$ cat src/rtl/controle_multiciclo_pkg.sv
// ----------------------------------------------------------------------------
// pkg_controle
//   Shared encodings for the multicycle RISC-V main control:
//   state codes, opcode constants, ALUOp codes and datapath select values.
//   No ports (package).
//   Revision: 1.0 - initial release
// ----------------------------------------------------------------------------
`default_nettype none

package pkg_controle;

  // State encodings
  localparam logic [3:0] ST_IDLE     = 4'd0;
  localparam logic [3:0] ST_FETCH    = 4'd1;
  localparam logic [3:0] ST_DECODE   = 4'd2;
  localparam logic [3:0] ST_MEMADR   = 4'd3;
  localparam logic [3:0] ST_MEMREAD  = 4'd4;
  localparam logic [3:0] ST_MEMWB    = 4'd5;
  localparam logic [3:0] ST_MEMWRITE = 4'd6;
  localparam logic [3:0] ST_EXEC_R   = 4'd7;
  localparam logic [3:0] ST_EXEC_I   = 4'd8;
  localparam logic [3:0] ST_ALUWB    = 4'd9;
  localparam logic [3:0] ST_BEQ      = 4'd10;
  localparam logic [3:0] ST_TRAP     = 4'd11;

  typedef enum logic [3:0] {
    IDLE     = ST_IDLE,
    FETCH    = ST_FETCH,
    DECODE   = ST_DECODE,
    MEMADR   = ST_MEMADR,
    MEMREAD  = ST_MEMREAD,
    MEMWB    = ST_MEMWB,
    MEMWRITE = ST_MEMWRITE,
    EXEC_R   = ST_EXEC_R,
    EXEC_I   = ST_EXEC_I,
    ALUWB    = ST_ALUWB,
    BEQ      = ST_BEQ,
    TRAP     = ST_TRAP
  } state_t;

  // Opcodes
  localparam logic [6:0] OP_LOAD   = 7'b0000011;
  localparam logic [6:0] OP_STORE  = 7'b0100011;
  localparam logic [6:0] OP_R      = 7'b0110011;
  localparam logic [6:0] OP_I      = 7'b0010011;
  localparam logic [6:0] OP_BRANCH = 7'b1100011;

  // funct3 / funct7 values of the supported instructions
  localparam logic [2:0] F3_ADD  = 3'b000;
  localparam logic [2:0] F3_OR   = 3'b110;
  localparam logic [2:0] F3_AND  = 3'b111;
  localparam logic [2:0] F3_SRL  = 3'b101;
  localparam logic [2:0] F3_BEQ  = 3'b000;
  localparam logic [6:0] F7_BASE = 7'b0000000;
  localparam logic [6:0] F7_SUB  = 7'b0100000;

  // ALUOp codes
  localparam logic [1:0] ALUOP_ADD   = 2'b00;
  localparam logic [1:0] ALUOP_SUB   = 2'b01;
  localparam logic [1:0] ALUOP_RTYPE = 2'b10;
  localparam logic [1:0] ALUOP_AND   = 2'b11;

  // Datapath selects
  localparam logic [1:0] SRCA_PC     = 2'b00;
  localparam logic [1:0] SRCA_OLDPC  = 2'b01;
  localparam logic [1:0] SRCA_RS1    = 2'b10;
  localparam logic [1:0] SRCB_RS2    = 2'b00;
  localparam logic [1:0] SRCB_IMM    = 2'b01;
  localparam logic [1:0] SRCB_FOUR   = 2'b10;
  localparam logic       IORD_PC     = 1'b0;
  localparam logic       IORD_ALUOUT = 1'b1;
  localparam logic       PCSRC_ALU   = 1'b0;
  localparam logic       PCSRC_ALUOUT = 1'b1;
  localparam logic       RES_ALUOUT  = 1'b0;
  localparam logic       RES_MEM     = 1'b1;

endpackage

`default_nettype wire

$ cat src/rtl/controle_multiciclo_decodificador_opcode.sv
// ----------------------------------------------------------------------------
// decodificador_opcode
//   Combinational instruction-class decoder.
//   Ports:
//     opcode_i, funct3_i, funct7_i  - instruction fields from the IR
//     is_load_o .. is_beq_o         - decode class flags
//     legal_o                       - encoding is supported
//     i_alu_op_o                    - ALUOp to use for the I-type ALU ops
//   Revision: 1.0 - initial release
// ----------------------------------------------------------------------------
`default_nettype none

module decodificador_opcode
  import pkg_controle::*;
(
  input  logic [6:0] opcode_i,
  input  logic [2:0] funct3_i,
  input  logic [6:0] funct7_i,
  output logic       is_load_o,
  output logic       is_store_o,
  output logic       is_r_o,
  output logic       is_i_o,
  output logic       is_beq_o,
  output logic       legal_o,
  output logic [1:0] i_alu_op_o
);

  logic w_r_legal;
  logic w_i_legal;

  always_comb begin
    is_load_o  = (opcode_i == OP_LOAD);
    is_store_o = (opcode_i == OP_STORE);
    is_r_o     = (opcode_i == OP_R);
    is_i_o     = (opcode_i == OP_I);
    is_beq_o   = (opcode_i == OP_BRANCH) && (funct3_i == F3_BEQ);

    // add/sub share funct3; or/srl only exist with a zero funct7
    w_r_legal = ((funct3_i == F3_ADD) && ((funct7_i == F7_BASE) || (funct7_i == F7_SUB)))
             || ((funct3_i == F3_OR)  &&  (funct7_i == F7_BASE))
             || ((funct3_i == F3_SRL) &&  (funct7_i == F7_BASE));

    // funct7 of I-type is immediate bits, so it never takes part here
    w_i_legal = (funct3_i == F3_ADD) || (funct3_i == F3_OR) || (funct3_i == F3_AND);

    legal_o = is_load_o || is_store_o || is_beq_o
           || (is_r_o && w_r_legal) || (is_i_o && w_i_legal);

    case (funct3_i)
      F3_OR:   i_alu_op_o = ALUOP_RTYPE;
      F3_AND:  i_alu_op_o = ALUOP_AND;
      default: i_alu_op_o = ALUOP_ADD;
    endcase
  end

endmodule

`default_nettype wire

$ cat src/rtl/controle_multiciclo.sv
// ----------------------------------------------------------------------------
// controle_multiciclo
//   Multicycle main control FSM for a RISC-V datapath with one shared ALU
//   and a unified memory port. Also counts retired instructions and flags
//   unsupported encodings.
//   Ports:
//     clk, rst_n (sync, active-low)
//     opcode/funct3/funct7 - IR fields; zero - ALU zero; mem_ready - handshake
//     mem_req/mem_we/iord/ir_write/pc_en/pc_src/alu_src_a/alu_src_b/alu_op/
//     result_src/reg_write - datapath controls
//     illegal - sticky unsupported-instruction flag; instret - retire count
//   Revision: 1.0 - initial release
// ----------------------------------------------------------------------------
`default_nettype none

module controle_multiciclo
  import pkg_controle::*;
(
  input  logic        clk,
  input  logic        rst_n,
  input  logic [6:0]  opcode,
  input  logic [2:0]  funct3,
  input  logic [6:0]  funct7,
  input  logic        zero,
  input  logic        mem_ready,
  output logic        mem_req,
  output logic        mem_we,
  output logic        iord,
  output logic        ir_write,
  output logic        pc_en,
  output logic        pc_src,
  output logic [1:0]  alu_src_a,
  output logic [1:0]  alu_src_b,
  output logic [1:0]  alu_op,
  output logic        result_src,
  output logic        reg_write,
  output logic        illegal,
  output logic [31:0] instret
);

  state_t      state_q, state_d;
  logic        illegal_q;
  logic [31:0] instret_q;

  logic        w_is_load, w_is_store, w_is_r, w_is_i, w_is_beq, w_legal;
  logic [1:0]  w_i_alu_op;
  logic        w_retire;

  decodificador_opcode u_dec (
    .opcode_i   (opcode),
    .funct3_i   (funct3),
    .funct7_i   (funct7),
    .is_load_o  (w_is_load),
    .is_store_o (w_is_store),
    .is_r_o     (w_is_r),
    .is_i_o     (w_is_i),
    .is_beq_o   (w_is_beq),
    .legal_o    (w_legal),
    .i_alu_op_o (w_i_alu_op)
  );

  always_ff @(posedge clk) begin
    if (!rst_n) begin
      state_q   <= IDLE;
      illegal_q <= 1'b0;
      instret_q <= 32'd0;
    end else begin
      state_q <= state_d;
      if (state_d == TRAP) illegal_q <= 1'b1;
      if (w_retire)        instret_q <= instret_q + 32'd1;
    end
  end

  // An instruction retires on the last cycle of its sequence
  assign w_retire = (state_q == MEMWB) || (state_q == ALUWB) || (state_q == BEQ)
                 || ((state_q == MEMWRITE) && mem_ready);

  assign illegal = illegal_q;
  assign instret = instret_q;

  always_comb begin
    state_d    = state_q;
    mem_req    = 1'b0;
    mem_we     = 1'b0;
    iord       = IORD_PC;
    ir_write   = 1'b0;
    pc_en      = 1'b0;
    pc_src     = PCSRC_ALU;
    alu_src_a  = SRCA_PC;
    alu_src_b  = SRCB_RS2;
    alu_op     = ALUOP_ADD;
    result_src = RES_ALUOUT;
    reg_write  = 1'b0;

    case (state_q)
      IDLE: state_d = FETCH;

      FETCH: begin
        // PC+4 is computed every FETCH cycle, committed only with the IR load
        mem_req   = 1'b1;
        iord      = IORD_PC;
        alu_src_a = SRCA_PC;
        alu_src_b = SRCB_FOUR;
        alu_op    = ALUOP_ADD;
        pc_src    = PCSRC_ALU;
        ir_write  = mem_ready;
        pc_en     = mem_ready;
        if (mem_ready) state_d = DECODE;
      end

      DECODE: begin
        // OldPC + imm: branch target parked in ALUOut for BEQ
        alu_src_a = SRCA_OLDPC;
        alu_src_b = SRCB_IMM;
        alu_op    = ALUOP_ADD;
        if (!w_legal)                     state_d = TRAP;
        else if (w_is_load || w_is_store) state_d = MEMADR;
        else if (w_is_r)                  state_d = EXEC_R;
        else if (w_is_i)                  state_d = EXEC_I;
        else if (w_is_beq)                state_d = BEQ;
        else                              state_d = TRAP;
      end

      MEMADR: begin
        alu_src_a = SRCA_RS1;
        alu_src_b = SRCB_IMM;
        alu_op    = ALUOP_ADD;
        state_d   = w_is_load ? MEMREAD : MEMWRITE;
      end

      MEMREAD: begin
        mem_req = 1'b1;
        iord    = IORD_ALUOUT;
        if (mem_ready) state_d = MEMWB;
      end

      MEMWB: begin
        reg_write  = 1'b1;
        result_src = RES_MEM;
        state_d    = FETCH;
      end

      MEMWRITE: begin
        mem_req = 1'b1;
        mem_we  = 1'b1;
        iord    = IORD_ALUOUT;
        if (mem_ready) state_d = FETCH;
      end

      EXEC_R: begin
        alu_src_a = SRCA_RS1;
        alu_src_b = SRCB_RS2;
        alu_op    = ALUOP_RTYPE;
        state_d   = ALUWB;
      end

      EXEC_I: begin
        alu_src_a = SRCA_RS1;
        alu_src_b = SRCB_IMM;
        alu_op    = w_i_alu_op;
        state_d   = ALUWB;
      end

      ALUWB: begin
        reg_write  = 1'b1;
        result_src = RES_ALUOUT;
        state_d    = FETCH;
      end

      BEQ: begin
        alu_src_a = SRCA_RS1;
        alu_src_b = SRCB_RS2;
        alu_op    = ALUOP_SUB;
        pc_src    = PCSRC_ALUOUT;
        pc_en     = zero;
        state_d   = FETCH;
      end

      TRAP: state_d = TRAP;

      default: state_d = IDLE;
    endcase
  end

endmodule

`default_nettype wire

$ cat config.mk
export PLATFORM = sky130hd
export DESIGN_NAME = controle_multiciclo
export DESIGN_NICKNAME = d
export VERILOG_FILES = /design/src/rtl/controle_multiciclo_pkg.sv /design/src/rtl/controle_multiciclo_decodificador_opcode.sv /design/src/rtl/controle_multiciclo.sv
export SDC_FILE = /design/constraint.sdc
export NUM_CORES = 1
export LEC_CHECK = 0
export CAP_MARGIN = 10
export CORE_MARGIN = 10
export CORE_UTILIZATION = 40
export DETAILED_ROUTE_END_ITERATION = 16
export PLACE_DENSITY = 0.71
export SLEW_MARGIN = 40
export SYNTH_ARGS = -nofsm -noshare
export SYNTH_HDL_FRONTEND = slang
export SYNTH_HIERARCHICAL = 1
export SYNTH_SLANG_ARGS = --single-unit
export TNS_END_PERCENT = 100
$ cat constraint.sdc
create_clock -name clk -period 6.1 [get_ports clk]
set_clock_uncertainty 0.05 [all_clocks]
set_input_delay 0.61 -clock clk [delete_from_list [all_inputs] [get_ports clk]]
set_output_delay 0.61 -clock clk [all_outputs]
set_load 0.02 [all_outputs]
Yosys cells after proc, flatten, opt, wreduce, memory -nomap -nowiden
Index checks and enable logic that the tools add are counted.

Output and inout port bits: 47. Bits of input ports: 21. Word-level logic and storage cells: 76. Register bits: 37.

Reductions and logical operators: 29. Multiplexer cells: 22. Equality and inequality tests: 21. Add/sub/neg operators: 1.

Operator list (number): adder 32 x 1 -> 32 bit (second input constant) (1); one-hot mux 4 bit (8 select lines) (1); 2-to-1 mux 4 bit (6); == test 7 x 6 -> 1 bit (second input constant) (3); == test 4 bit (second input constant) (5); == test 4 x 3 -> 1 bit (second input constant) (4); logical OR 1 bit (12); one-hot mux 2 bit (2 select lines) (3); == test 3 bit (second input constant) (3); == test 4 x 2 -> 1 bit (second input constant) (2); 2-to-1 mux 1 bit (8); OR reduction 4 bit (2); == test 7 x 2 -> 1 bit (second input constant) (1); == test 7 x 5 -> 1 bit (second input constant) (1); == test 7 bit (second input constant) (1); logical AND 1 bit (7); logical NOT 7 bit (1); one-hot mux 2 bit (3 select lines) (1); OR reduction 2 bit (3); OR reduction 3 bit (2); == test 4 x 1 -> 1 bit (second input constant) (1); logical NOT 4 bit (1); 2-to-1 mux 2 bit (2); logical NOT 3 bit (1); one-hot mux 1 bit (2 select lines) (1).

Longest topological paths before layout
Depth after elaboration: 11. Gate-level depth with buffers: 9. Depth with buffers taken out: 9.

By module
Netlist, hierarchy kept.

By module, submodules not included: controle_multiciclo (area an instance 1959.4 um2, cells each 246, sequential area each 740.7 um2, times used 1); decodificador_opcode (area an instance 151.4 um2, cells each 22, sequential area each 0.0 um2, times used 1).

Worst setup path before layout
Ideal clock, no wire load.

Path kind: input -> register. From: input funct3[0]. To: register illegal_q, in the netlist illegal. Library setup time: 0.122 ns. Data arrival time: 2.292 ns. Data required time: 5.928 ns. Path slack: 3.636 ns. Cell stages on the path: 9. Buffers on the path: 0. Cell sequence: nor3_1 nor3_1 o221a_1 a211oi_2 nor4b_1 o211ai_1 a31oi_1 o21bai_1 o311a_1.

Word-level cells in the longest chain between the ends: 10. Elaborated cells between the ends (all ways): 24. Classes of those cells: eq/ne (4); mux (6); reduce/logical (14).

Ends and longest elaborated chain: start: declaration (RTL line controle_multiciclo.sv:22) `input logic [2:0] funct3,`; == test 3 bit or logical NOT 3 bit (tied branches); logical AND 1 bit (on tied branches) (RTL line controle_multiciclo_decodificador_opcode.sv:40, controle_multiciclo_decodificador_opcode.sv:39); logical OR 1 bit (RTL line controle_multiciclo_decodificador_opcode.sv:40) `|| ((funct3_i == F3_OR) && (funct7_i == F7_BASE))`; logical OR 1 bit (RTL line controle_multiciclo_decodificador_opcode.sv:41) `|| ((funct3_i == F3_SRL) && (funct7_i == F7_BASE));`; logical AND 1 bit (RTL line controle_multiciclo_decodificador_opcode.sv:47) `|| (is_r_o && w_r_legal) || (is_i_o && w_i_legal);`; logical OR 1 bit (RTL line controle_multiciclo_decodificador_opcode.sv:47); logical OR 1 bit * (RTL line controle_multiciclo_decodificador_opcode.sv:47); via w_legal (RTL line controle_multiciclo.sv:45) `logic w_is_load, w_is_store, w_is_r, w_is_i, w_is_beq, w_legal;`; 2-to-1 mux 4 bit * (RTL line controle_multiciclo.sv:116) `if (!w_legal) state_d = TRAP;`; one-hot mux 4 bit (8 select lines) * (RTL line controle_multiciclo.sv:95) `case (state_q)`; == test 4 bit * (RTL line controle_multiciclo.sv:69) `if (state_d == TRAP) illegal_q <= 1'b1;`; end signal: assignment (RTL line controle_multiciclo.sv:65) `illegal_q <= 1'b0;`; end signal: assignment (RTL line controle_multiciclo.sv:69); end: declaration (RTL line controle_multiciclo.sv:42) `logic illegal_q;`.

The timed path passes the listed nets; every way through them passes the cells marked *. A chain may end at the register's enable or synchronous reset.

Worst setup path in the final report
From: input funct3[1]. To: output alu_op[1].

Word-level cells in the longest chain between the ends: 3. Elaborated cells between the ends (all ways): 4. Classes of those cells: eq/ne (2); mux (2).

Ends and longest elaborated chain: == test 3 bit (RTL line controle_multiciclo_decodificador_opcode.sv:49) `case (funct3_i)`; one-hot mux 2 bit (2 select lines) * (RTL line controle_multiciclo_decodificador_opcode.sv:49); via w_i_alu_op[1] (RTL line controle_multiciclo.sv:46) `logic [1:0] w_i_alu_op;`; one-hot mux 2 bit (3 select lines) * (RTL line controle_multiciclo.sv:95); end: declaration (RTL line controle_multiciclo.sv:34) `output logic [1:0] alu_op,`.

Marked as above.

==> flow_metrics.py <==
metrics = {
    "grt": {
        "grt.total_usage_pct": 13.43,
        "grt_pass1_wl_microns": 9860,
        "antenna_found_initial": 0,
        "top_usage_layer": "met2",
        "use_met2_pct": 21.53,
        "gr-total-overflow": 0,
        "globalRouteMet3Util_pct": 5.085,
        "grt_max_degree": 33,
        "grt_pass1_vias": 2081,
        "use_met1_pct": 16.29,
    },
    "synth": {
        "ys_seq_area_share_pct": 35.09,
        "syn_area_per_cell_sq_um": 7.876,
        "synth.most_common_cell": "dfxtp_1",
        "synthTopCellsByArea": "dfxtp_1, nor2_1, a21oi_1, or3_1, nor3_1",
        "synth_cell_types": 57,
        "synth_common_cells": "dfxtp_1, nor2_1, a21oi_1",
        "async_flop_share_pct": 0,
        "ys_ff_latch": 37,
        "yosys_warnings": 6,
        "yosys.area.top_type": "dfxtp_1",
        "synth_enable_flop_cells": 0,
        "syn_nets": 290,
        "synthCells": 268,
        "netlist.area_leader.share_pct": 35.09,
        "synth_top_flop_cell": "dfxtp_1",
        "synth_area_sq_um": 2111,
    },
    "hold_path": {
        "hp-start": "instret[31]",
        "hp-class": "flip-flop to flip-flop",
        "hold_end": "instret[31]",
        "hold_depth": 2,
    },
    "timing": {
        "setup_viol": 0,
        "min_period_over_period_pct": 50.57,
        "period_minus_slack_ns": 3.085,
        "worst_pin_slew_ns": 0.6750,
        "whs_ns": 0.4447,
        "tns_ns": 0,
        "rsz0062_at_grt": "no",
        "hold_violations": 0,
        "relSlewSlack_pct": 54.80,
        "max_clock_freq_ghz": 0.3242,
        "finalMaxSlewViolations": 0,
    },
    "clock_network": {
        "numCtsBuffers": 5,
        "post_cts_buffers": 0,
        "clk_latency_ns": 0.29,
        "root_buffer": "clkbuf_8",
        "cts.clk_slew.worst_paths_ns": 0.07,
        "cts_tree": "done",
        "cts.sinks": 37,
        "clockBufferDepth": 2,
        "ctsHtreeMaxLevel": 2,
        "holdBufCountCts": 0,
        "cts_resized": 0,
    },
    "drt": {
        "ant_nets": 0,
        "vias_per_cell": 5.488,
        "drt_iter0_drc": 101,
        "drt-wirelength-per-cell_microns": 14.41,
        "drt_wl_total_microns": 5823,
        "drc": 0,
        "drtPass1Iterations": 4,
        "vias": 2217,
    },
    "floorplanning": {
        "die_height_microns": 92.64,
        "core_sq_um": 5107,
        "ios": 68,
        "die_area_sq_um": 8582,
        "start_util_pct": 41.33,
        "row_count": 26,
        "fp.dieW_microns": 92.64,
    },
    "place": {
        "gp_congestion": 0.7557,
        "port_buffers": 67,
        "hpwl_microns": 4350,
    },
    "pwr": {
        "power_density_nw_per_um2": 187.9,
        "p_sw_mw": 0.1362,
        "total_leakage_power_nw": 0.9225,
        "pwr-share-seq_pct": 45.8,
        "p_comb_share_pct": 14.6,
        "intPower_mw": 0.4177,
        "clockPowerShare_pct": 39.6,
        "sw_frac_of_total_pct": 24.58,
        "vdd_ir_drop_max_uv": 112.8,
    },
    "layout": {
        "synthToLayoutAreaGrowth_pct": 39.66,
        "nFillCells": 497,
        "nets": 355,
        "drive_gt1_share_pct": 4.491,
        "seqCellArea_sq_um": 740.7,
        "antenna_cells": 0,
        "multi_input_area_sq_um": 1299,
    },
    "worst_setup_path": {
        "worstPathMaxFanout": 5,
        "worst_setup_path_start_kind": "input pin",
        "critPathArrivalTime_ns": 2.42,
        "endpoint_kind": "output pin",
        "rrSetupSlack_ns": 3.62,
        "reg2reg_depth": 6,
        "r2r-end": "instret[28]",
        "timing.rr.start": "instret[0]",
        "cp.required_ns": 5.44,
        "crit_type": "input pin to output pin",
    },
    "job": {
        "maxCapViolations": 0,
    },
    "outcome": {
        "status": "complete, no violations",
    },
}
registers in the layout, summed over array words and instances, names as in the netlist:
register,count
illegal,1
state_q,4
instret,32
stage by stage:
step           cell area [sq um]  worst slack (ns)  std cells  power, mW  utilization, %
3_3_place_gp                2831             3.007        396     0.3386           55.44
2_1_floorplan               2111             3.636        268     0.3007               -
5_1_grt                     2948             2.909        404     0.5769           57.72
6_report                    2948             3.015        404     0.5539           57.72
3_5_place_dp                2831             2.945        396     0.3400           55.44
4_1_cts                     2948             3.020        404     0.5596           57.72
critical path: stages:
cell	delay, ns
clkdlybuf4s50_1	0.53
and2_1	0.16
or4b_1	0.42
o21ai_0	0.08
clkdlybuf4s50_1	0.62
routing by layer:
layer | share of wire [%] | wire length, microns
met5 | 0 | 0
met3 | 6.9 | 399
met1 | 45 | 2645
met4 | 1.0 | 59
met2 | 47 | 2720
power groups by stage:
| stage | registers [mW] | clock network, mW | logic [mW] |
|---|---|---|---|
| 2_1_floorplan | 0.253 | 0 | 0.0473 |
| 3_3_place_gp | 0.259 | 0 | 0.0797 |
| 3_5_place_dp | 0.259 | 0 | 0.0809 |
| 4_1_cts | 0.253 | 0.225 | 0.0814 |
| 5_1_grt | 0.255 | 0.234 | 0.0880 |
| 6_report | 0.254 | 0.220 | 0.0808 |
cell usage in the layout, fill, tap and decap left out, drive strengths merged, types with 2 or more instances in the layout:
master         count
a21oi             20
o21a               2
o31ai              4
nor2              28
a21o               3
and4               2
xor2               6
clkdlybuf4s50     67
nor3              13
nor4               2
a211oi             5
clkbuf             7
nor2b              4
nand4              9
xnor2              7
inv                9
nand3             11
o2111ai            2
and2               2
or3               13
and3               2
o211ai             3
nand2             16
nand2b             6
o21ai             22
nor3b              2
or2                2
dfxtp             37
nor4b              2
a31oi              2
or4b               2
or4                4
logic make-up after synthesis:
group	synth area share, %
buffers and inverters	3.378
AO/OA/AOI/OAI	22.05
AND/OR/NAND/NOR	33.02
XOR/XNOR	5.394
multiplexers	0.4742
adder cells (fa/ha/maj)	0.5927
flip-flops	35.09
layout make-up:
class / count / area share, %
tap: 70 / 2.971
inverter: 9 / 1.146
clock inverter: 1 / 1.019
multi-input combinational: 213 / 44.06
sequential: 37 / 25.13
clock buffer: 7 / 2.929
timing repair buffer: 67 / 22.75
worst max-delay path by stage:
stage	start	to	slack (ns)
floorplan	funct3[0]	illegal	3.64
global placement	opcode[5]	illegal	3.01
detailed placement	opcode[5]	illegal	2.94
CTS	funct3[1]	alu_op[1]	3.02
global route	funct3[1]	alu_op[1]	2.91
finish	funct3[1]	alu_op[1]	3.02
Power figures use the tool's default switching activity.
